===== src/rtl/bcd_pkg.sv =====
// ---------------------------------------------------------------------------
// bcd_pkg
// Shared definitions for the sequential BCD-to-binary converter:
//   - state_t          : FSM state encoding (IDLE, LOAD, SHIFT, DONE)
//   - CORR_THRESHOLD   : nibble value at or above which a correction applies
//   - CORR_SUBTRAHEND  : amount removed from a nibble that needs correcting
//   - BCD_MAX_DIGIT    : largest legal decimal digit
//   - nibbleInvalid()  : flags a nibble that is not a decimal digit
// ---------------------------------------------------------------------------
package bcd_pkg;

  typedef enum logic [1:0] {
    IDLE  = 2'd0,
    LOAD  = 2'd1,
    SHIFT = 2'd2,
    DONE  = 2'd3
  } state_t;

  localparam logic [3:0] CORR_THRESHOLD  = 4'd8;
  localparam logic [3:0] CORR_SUBTRAHEND = 4'd3;
  localparam logic [3:0] BCD_MAX_DIGIT   = 4'd9;

  // A nibble above 9 cannot appear in valid packed BCD.
  function automatic logic nibbleInvalid(input logic [3:0] nibble);
    return nibble > BCD_MAX_DIGIT;
  endfunction

endpackage


===== src/rtl/bcd_digit_correct.sv =====
// ---------------------------------------------------------------------------
// bcd_digit_correct
// Per-digit correction for the reverse double-dabble step. After the shift
// right, a BCD nibble that received a bit from the digit above holds a value
// 8 too large in binary terms for a weight that should be 5. Subtracting 3
// restores a correct decimal digit.
// Ports:
//   nibble_i : shifted BCD nibble
//   nibble_o : corrected BCD nibble
// ---------------------------------------------------------------------------
module bcd_digit_correct
  import bcd_pkg::*;
(
  input  logic [3:0] nibble_i,
  output logic [3:0] nibble_o
);

  // Remove the excess from any nibble that crossed the threshold.
  assign nibble_o = (nibble_i >= CORR_THRESHOLD) ? (nibble_i - CORR_SUBTRAHEND) : nibble_i;

endmodule


===== src/rtl/bcd_to_binary_seq.sv =====
// ---------------------------------------------------------------------------
// bcd_to_binary_seq
// Sequential BCD-to-binary converter using a reverse double-dabble. A shift
// register {bcdPart, binPart} is shifted right once per cycle for WIDTH
// cycles, with every BCD nibble corrected after each shift. At the end the
// binary result sits in binPart.
//
// Parameters:
//   WIDTH  : binary result width in bits
//   DIGITS : number of packed BCD input digits
// Ports:
//   clock  : system clock, rising edge
//   reset  : asynchronous active-high reset
//   start  : conversion request, only looked at in IDLE
//   bcd    : packed BCD operand, digit 0 in bits [3:0], sampled with start
//   binary : converted result, held until the next done pulse
//   busy   : high whenever the FSM is not in IDLE
//   done   : one-cycle pulse when binary/error are updated
//   error  : invalid-digit or overflow flag, held until the next done pulse
//
// Configuration macro: BCD_TO_BINARY_ERROR_EN
//   defined   : invalid digits skip the shifting and report error; a result
//               that does not fit in WIDTH bits reports error; binary is 0
//               whenever error is set
//   undefined : error is tied low and binary is the low WIDTH bits of the
//               algorithm result
// ---------------------------------------------------------------------------
module bcd_to_binary_seq
  import bcd_pkg::*;
#(
  parameter int WIDTH  = 8,
  parameter int DIGITS = 3
) (
  input  logic                  clock,
  input  logic                  reset,
  input  logic                  start,
  input  logic [DIGITS*4-1:0]   bcd,
  output logic [WIDTH-1:0]      binary,
  output logic                  busy,
  output logic                  done,
  output logic                  error
);

  localparam int BW = DIGITS * 4;
  localparam int CW = $clog2(WIDTH + 1);

  state_t            state_q, state_d;
  logic [BW-1:0]     bcdPart_q, bcdPart_d;
  logic [WIDTH-1:0]  binPart_q, binPart_d;
  logic [CW-1:0]     count_q, count_d;
  logic [WIDTH-1:0]  binary_q, binary_d;
  logic              done_q, done_d;

  logic [BW+WIDTH-1:0] shifted;
  logic [BW-1:0]       stepBcd;

  // One algorithm step: shift the whole register right, then correct each
  // BCD digit independently.
  assign shifted = {bcdPart_q, binPart_q} >> 1;

  for (genvar g = 0; g < DIGITS; g++) begin : gDigit
    bcd_digit_correct uCorrect (
      .nibble_i (shifted[WIDTH + 4*g +: 4]),
      .nibble_o (stepBcd[4*g +: 4])
    );
  end

`ifdef BCD_TO_BINARY_ERROR_EN
  logic error_q, error_d;
  logic anyInvalid;

  // Scan the freshly loaded operand for non-decimal digits.
  always_comb begin
    anyInvalid = 1'b0;
    for (int k = 0; k < DIGITS; k++) begin
      if (nibbleInvalid(bcdPart_q[4*k +: 4])) begin
        anyInvalid = 1'b1;
      end
    end
  end

  assign error = error_q;
`else
  assign error = 1'b0;
`endif

  // Next-state and datapath control. In DONE a nonzero bcdPart means either
  // the value needed more than WIDTH bits or the invalid-digit path skipped
  // the shifting (an invalid digit is itself nonzero), so one test covers
  // both error causes.
  always_comb begin
    state_d   = state_q;
    bcdPart_d = bcdPart_q;
    binPart_d = binPart_q;
    count_d   = count_q;
    binary_d  = binary_q;
    done_d    = 1'b0;
`ifdef BCD_TO_BINARY_ERROR_EN
    error_d   = error_q;
`endif
    case (state_q)
      IDLE: begin
        if (start) begin
          bcdPart_d = bcd;
          binPart_d = '0;
          state_d   = LOAD;
        end
      end
      LOAD: begin
        count_d = '0;
`ifdef BCD_TO_BINARY_ERROR_EN
        state_d = anyInvalid ? DONE : SHIFT;
`else
        state_d = SHIFT;
`endif
      end
      SHIFT: begin
        bcdPart_d = stepBcd;
        binPart_d = shifted[WIDTH-1:0];
        count_d   = count_q + CW'(1);
        if (count_q == CW'(WIDTH - 1)) begin
          state_d = DONE;
        end
      end
      DONE: begin
        done_d  = 1'b1;
        state_d = IDLE;
`ifdef BCD_TO_BINARY_ERROR_EN
        if (bcdPart_q != '0) begin
          error_d  = 1'b1;
          binary_d = '0;
        end else begin
          error_d  = 1'b0;
          binary_d = binPart_q;
        end
`else
        binary_d = binPart_q;
`endif
      end
      default: state_d = IDLE;
    endcase
  end

  // State and datapath registers; reset abandons any conversion in flight.
  always_ff @(posedge clock or posedge reset) begin
    if (reset) begin
      state_q   <= IDLE;
      bcdPart_q <= '0;
      binPart_q <= '0;
      count_q   <= '0;
      binary_q  <= '0;
      done_q    <= 1'b0;
`ifdef BCD_TO_BINARY_ERROR_EN
      error_q   <= 1'b0;
`endif
    end else begin
      state_q   <= state_d;
      bcdPart_q <= bcdPart_d;
      binPart_q <= binPart_d;
      count_q   <= count_d;
      binary_q  <= binary_d;
      done_q    <= done_d;
`ifdef BCD_TO_BINARY_ERROR_EN
      error_q   <= error_d;
`endif
    end
  end

  assign busy   = (state_q != IDLE);
  assign done   = done_q;
  assign binary = binary_q;

endmodule


===== config.mk =====
export PLATFORM = sky130hd
export DESIGN_NAME = bcd_to_binary_seq
export DESIGN_NICKNAME = d
export VERILOG_FILES = /design/src/rtl/bcd_pkg.sv /design/src/rtl/bcd_digit_correct.sv /design/src/rtl/bcd_to_binary_seq.sv
export SDC_FILE = /design/constraint.sdc
export NUM_CORES = 1
export LEC_CHECK = 0
export CORE_UTILIZATION = 55
export CTS_CLUSTER_DIAMETER = 40
export DETAILED_ROUTE_END_ITERATION = 16
export GPL_TIMING_DRIVEN = 0
export PLACE_DENSITY = 0.85
export SYNTH_ARGS = -nofsm -noshare
export SYNTH_HDL_FRONTEND = slang
export SYNTH_HIERARCHICAL = 1
export SYNTH_SLANG_ARGS = --single-unit

===== constraint.sdc =====
create_clock -name clock -period 3.7 [get_ports clock]
set_input_delay 0.74 -clock clock [delete_from_list [all_inputs] [get_ports clock]]
set_output_delay 0.74 -clock clock [all_outputs]
set_load 0.005 [all_outputs]

Word level (Yosys, flattened, before mapping)
Cells that the tools add are included.
{ "op_classes": {"n_addsub": 4, "order_cmp": 3, "n_eq_ne": 6, "n_mux": 12, "n_reduce_logical": 6} }
{ "ops": {"columns": ["op", "n"], "rows": [
  ["$pmux W12 S2", 1],
  ["$pmux W8 S2", 1],
  ["$mux W12", 1],
  ["$mux W4", 3],
  ["$ge A4 B4 Y1 const B", 2],
  ["$mux W8", 1],
  ["$pmux W2 S4", 1],
  ["$pmux W4 S2", 1],
  ["$sub A4 B2 Y4 const B", 2],
  ["$reduce_bool A2 Y1", 3],
  ["$add A4 B1 Y4 const B", 1],
  ["$eq A2 B2 Y1 const B", 2],
  ["$eq A4 B3 Y1 const B", 1],
  ["$ge A3 B4 Y1 const B", 1],
  ["$mux W2", 2],
  ["$ne A2 B2 Y1 const B", 2],
  ["$reduce_and A2 Y1", 2],
  ["$sub A3 B2 Y4 const B", 1],
  ["$eq A2 B1 Y1 const B", 1],
  ["$logic_not A2 Y1", 1],
  ["$mux W1", 1]
]} }
{ "totals": {"ff_bits": 35, "input_bits": 15, "out_inout_bits": 11} }

Depth between registers and ports, before layout
Gate-level depths: netlist (run 1).
{ "logic_depth": {"depth_word": 3, "mapped_depth": 6} }

Cells and area by module
The synthesis (run 1) kept the hierarchy.
{ "modules_own_cells": {"columns": ["module", "instances", "cells_each", "area_each_um2", "seq_area_each_um2"], "rows": [
  ["bcd_to_binary_seq", 1, 126, 1512.7, 875.8],
  ["bcd_digit_correct", 3, 11, 76.3, 0.0]
]} }

Worst setup path after synthesis (run 1)
OpenSTA, ideal clock, no wires.
{ "synth_path": {"path_kind": "flip-flop to output port", "start": "register state_q[0]", "end": "output busy", "arrival_time_ns": 0.765, "slack_ns": 2.195, "path_stages_with_launch": 4, "cell_sequence": "dfrtp_1 inv_1 ha_1 inv_1"} }
{ "synth_via": {"elab_chain_cells": 1} }
{ "synth_lines": {"columns": ["element", "line_no", "source"], "rows": [
  ["start, declared", "bcd_to_binary_seq.sv:47", "state_t state_q, state_d;"],
  ["start signal, assigned", "bcd_to_binary_seq.sv:157", "state_q <= state_d;"],
  ["$reduce_bool A2 Y1", "bcd_to_binary_seq.sv:169", "assign busy = (state_q != IDLE);"],
  ["end, declared", "bcd_to_binary_seq.sv:39", "output logic busy,"]
]} }
Every way passes these cells.

Final worst setup path (run 1)
Ends and elaborated chain as after synthesis.

==> results.cfg, run 1 <==
[floorplan]
io_pins = 26
dieArea_mm2 = 0.00340
die_w_um = 58.3
start_util = 0.575
rows = 20
core-area_mm2 = 0.00303
die_h_um = 58.3

[critical_path]
cp-end-kind = output port
cp-start-kind = flip-flop
worst_r2r_endpoint = bcdPart_q[7]
rr_startpoint = state_q[0]
worstSetupPathType = flip-flop to output port
worst-path-max-fanout = 5
crit_end = busy
r2r_slack_ns = 1.95
required_ns = 2.96
arrival_ns = 1.68
crit_path_start = state_q[0]
r2r_cells = 6

[grt]
grt_usage = 0.220
grt_pass1_vias = 1294
grt_max_degree = 36
grt_pass1_wl_um = 5510
antenna_found_initial = 0
gr-total-overflow = 0

[placed_design]
dpl_cell_area_mm2 = 0.00206
numPortBuffers = 24
hpwl_um = 2350
dpl.cell_count = 232
place_congestion = 0.825

[pwr]
leakagePower_nw = 1.02
p_seq_frac = 0.398
internal_power_mw = 1.03
p_switching_mw = 0.684
switching_share = 0.398
power_density_mw_per_mm2 = 807
ir_worst_vdd_mv = 0.377
clkPwrFrac = 0.115
combPwrFrac = 0.488

[yosys]
synth.area.top_cells = dfrtp_1, mux2i_1, ha_1
synth_top_area_cell = dfrtp_1
synth.distinct_cells = 25
seq_area_frac_synth = 0.503
ys_seq_elements = 35
synth_area_per_cell_um2 = 11.0
syn_area_mm2 = 0.00174
synth_top_area_share = 0.503
syn-instance-count = 159
yosysWarnings = 6

[timing]
rsz0062_at_grt = no
fin_skew_ns = 0.00811
finalCritPeriodShare = 0.655
final_hold_viol_count = 0
finalSetupTns_ns = 0
holdWs_ns = 0.508
post-route-min-period_ns = 2.42
drv_slew = 0
fmax_ghz = 0.413
setup_viol = 0

[route]
drtPass1Iterations = 4
drc_errors = 0
vias_per_cell = 5.23
wl_per_cell_um = 13.4
drtAntennaViolNets = 0
vias = 1261
wl_um = 3240
drt_iter0_drc = 26

[layout]
layoutNonFillerInstCount = 241
antenna_cells = 0
fillers = 219
mostFrequentLayoutCell = dfrtp_1
syn2layout_area_growth_pct = 22.2
drive_gt1_frac = 0.127
final_cell_mix = dfrtp_1, clkdlybuf4s50_1, o21ai_0
final_area_mm2 = 0.00213
final_nets = 221
final_core_util = 0.703

[flow_run]
maxCapViolations = 0

[clock_network]
cts_buffer_depth = 2
post_cts_buffers = 0
cts.clk_slew.worst_paths_ns = 0.10
post_cts_resized = 0
clock_latency_ns = 0.34
cts_inserted_buffers = 5
cts_root_buffer = clkbuf_4
ctsHtreeMaxLevel = 2
tritoncts = built
clock-sinks = 35
cts_hold_buf = 0

[worst_hold_path]
hp-class = flip-flop to flip-flop

[outcome]
run_status = finished clean
layout make-up:
class | instances | area (µm²) | area share
timing repair buffer | 25 | 260 | 0.122
clock buffer | 5 | 37.5 | 0.0176
tap | 44 | 55.1 | 0.0259
multi-input combinational | 107 | 786 | 0.369
clock inverter | 3 | 15.0 | 0.00705
sequential | 35 | 876 | 0.412
inverter | 15 | 56.3 | 0.0265
buffer | 7 | 42.5 | 0.0200
cells in the mapped netlist, drive strengths merged:
| cell type | count |
|---|---|
| a21boi | 1 |
| a21oi | 4 |
| a22o | 8 |
| a22oi | 1 |
| buf | 6 |
| clkbuf | 1 |
| conb | 1 |
| dfrtp | 35 |
| ha | 10 |
| inv | 15 |
| mux2 | 8 |
| mux2i | 14 |
| nand2 | 15 |
| nand2b | 3 |
| nand3 | 5 |
| nand3b | 1 |
| nor2b | 4 |
| o21ai | 19 |
| o22a | 1 |
| o22ai | 1 |
| xnor2 | 3 |
| xor2 | 3 |
logic make-up after synthesis:
logic type                 synth area share
DFF                                   0.503
AOI/OAI and AO/OA                     0.126
muxes                                 0.134
adders and majority gates            0.0718
buffers and inverters                0.0568
xor gates and xnor gates             0.0302
other                               0.00215
and+or+nand+nor                      0.0761
sequential cells by signal (all words and copies together) (netlist names):
name / flops
count_q: 4
done: 1
binary: 8
binPart_q: 8
bcdPart_q: 12
state_q: 2
metal layers:
layer | wire length (µm) | vias to the layer above | track usage
met2 | 1710 | 31 | 0.388
li1 | - | 604 | -
met1 | 1330 | 616 | 0.247
met5 | 0 | - | 0
met3 | 126 | 10 | 0.0692
met4 | 69 | 0 | 0.0884
power by group through the flow:
stage               sequential (mW)  combinational [mW]  clock (mW)
detailed placement            0.692               0.831           0
finish                        0.683               0.838       0.197
global placement              0.679               0.777           0
CTS                           0.684               0.838       0.202
floorplan                     0.661               0.590           0
global route                  0.704               0.942       0.218
worst min-delay path by stage:
stage | from | endpoint | slack, ns | depth (start not counted)
finish | binPart_q[0] | binPart_q[0] | 0.51 | 1
global route | binPart_q[0] | binPart_q[0] | 0.52 | 1
floorplan | bcdPart_q[0] | bcdPart_q[0] | 0.45 | 2
CTS | binPart_q[0] | binPart_q[0] | 0.51 | 1
detailed placement | binPart_q[0] | binPart_q[0] | 0.49 | 1
global placement | bcdPart_q[0] | bcdPart_q[0] | 0.47 | 2
worst max-delay path, cell delays in order (launching register included):
cell and delay, ns:
dfrtp_1 0.40, inv_1 0.08, ha_1 0.29, inv_1 0.09, clkdlybuf4s50_1 0.49
per-stage QoR:
| stage | total power, mW | setup WS [ns] |
|---|---|---|
| floorplan | 1.25 | 2.18 |
| global route | 1.86 | 1.20 |
| detailed placement | 1.52 | 1.40 |
| CTS | 1.72 | 1.30 |
| global placement | 1.46 | 1.48 |
| finish | 1.72 | 1.28 |
(Power assumes the default switching activity.)
==> run 2, diff against run 1 <==
- CORE_UTILIZATION: 55 -> 53
- PLACE_DENSITY: 0.85 -> 0.82
- clock period: 3.7 -> 2.3 ns (I/O delays scaled with it)
==> results.cfg, run 2 (synthesis results as in run 1) <==
[layout]
layoutNonFillerInstCount = 241
final_nets = 221
antenna_cells = 0
largest_reg_flops = 12
top_register = bcdPart_q
mostFrequentLayoutCell = dfrtp_1
final_cell_mix = dfrtp_1, clkdlybuf4s50_1, o21ai_0
drive_gt1_frac = 0.127
syn2layout_area_growth_pct = 22.9

[grt]
met1_usage = 0.233
gr-total-overflow = 0
antenna_found_initial = 0
grt_usage = 0.211
grt_pass1_vias = 1299
gr-usage-met2 = 0.384
grt_max_degree = 36
busiest_layer = met2
use_met3 = 0.0611
grt_pass1_wl_um = 5490

[placed_design]
place_congestion = 0.708
hpwl_um = 2360
dpl.cell_count = 232
place_ws_ns = 0.238
numPortBuffers = 24

[floorplan]
io_pins = 26
core-area_mm2 = 0.00308
die_w_um = 59.3
rows = 20
dieArea_mm2 = 0.00352
die_h_um = 59.3
start_util = 0.566

[clock_network]
cts_hold_buf = 0
cts_root_buffer = clkbuf_4
post_cts_resized = 0
cts_inserted_buffers = 5
clock-sinks = 35
tritoncts = built
clock_latency_ns = 0.35
cts.clk_slew.worst_paths_ns = 0.12
cts_buffer_depth = 2
ctsHtreeMaxLevel = 2
post_cts_buffers = 0

[timing]
final_hold_viol_count = 0
rsz0062_at_grt = no
setup_viol = 0
max_slew_margin = 0.564
drv_slew = 0
fmax_ghz = 0.469
finalCritPeriodShare = 0.927
post-route-min-period_ns = 2.13
setup_ws_ns = 0.168
fin_skew_ns = 0.0140
finalSetupTns_ns = 0
worstMarginPinSlew_ns = 0.650

[critical_path]
slowest_stage = clkdlybuf4s50_1
arrival_ns = 1.67
worst-path-max-fanout = 5
slowest_delay_ns = 0.49
cpMostUsedCell = inv_1
required_ns = 1.84
cp-start-kind = flip-flop
worstSetupPathType = flip-flop to output port
cp-end-kind = output port
worstPathCellList = inv_1 > ha_1 > inv_1 > clkdlybuf4s50_1
crit_family = buffers and inverters
critical_path_buf_inv_count = 3
r2r_slack_ns = 0.54

[outcome]
run_status = finished clean

[pwr]
p_total_mw = 2.79
ir_worst_vdd_mv = 0.620
leakagePower_nw = 1.01
power_density_mw_per_mm2 = 1300

[route]
vias = 1250
drc_errors = 0
drtPass1Iterations = 2
wl_per_cell_um = 13.7
drtAntennaViolNets = 0
vias_per_cell = 5.19
drt_iter0_drc = 34
wl_um = 3310

[flow_run]
maxCapViolations = 0

[worst_hold_path]
hp-class = primary input to asynchronous set/reset pin
[run 2: changes by cell type in the layout (fill, tap and decap cells not counted), sizes merged]
cell,delta
clkinvlp,+2
clkinv,-2
[run 2: routing by layer]
| layer | vias up | routed length, µm | share of wire |
|---|---|---|---|
| li1 | 608 | - | - |
| met1 | 611 | 1440 | 0.43 |
| met2 | 27 | 1690 | 0.51 |
| met3 | 4 | 135 | 0.041 |
| met4 | 0 | 47 | 0.014 |
| met5 | - | 0 | 0 |
[run 2: power breakdown]
part	internal (mW)	leakage (nW)	switching [mW]	total [mW]
clock network	0.117	0.0272	0.223	0.340
logic	0.672	0.529	0.673	1.35
registers	0.878	0.458	0.223	1.10
[run 2: path summary, 6_finish.rpt]
path	from	end	cells past startpoint
setup / recovery	state_q[0]	busy	4
hold / removal	reset	bcdPart_q[8]	2
setup reg to reg	state_q[0]	bcdPart_q[1]	6
hold reg to reg	bcdPart_q[0]	bcdPart_q[0]	2
max in group asynchronous	reset	binary[1]	3
min in group clock	bcdPart_q[0]	bcdPart_q[0]	2
[run 2: metrics by stage]
step / hold WS (ns) / utilization / cell area, µm²
3_3_place_gp: 0.469 / 0.668 / 2060
5_1_grt: 0.444 / 0.696 / 2140
6_report: 0.414 / 0.696 / 2140
2_1_floorplan: 0.451 / - / 1760
3_5_place_dp: 0.490 / 0.668 / 2060
4_1_cts: 0.517 / 0.687 / 2110
[run 2: area by class of cell]
cell class | instances | area (µm²)
Fill cell | 254 | 937
Buffer | 7 | 42.5
Clock buffer | 5 | 37.5
Multi-Input combinational cell | 107 | 786
Tap cell | 44 | 55.1
Sequential cell | 35 | 876
Clock inverter | 3 | 20.0
Timing Repair Buffer | 25 | 268
Inverter | 15 | 56.3
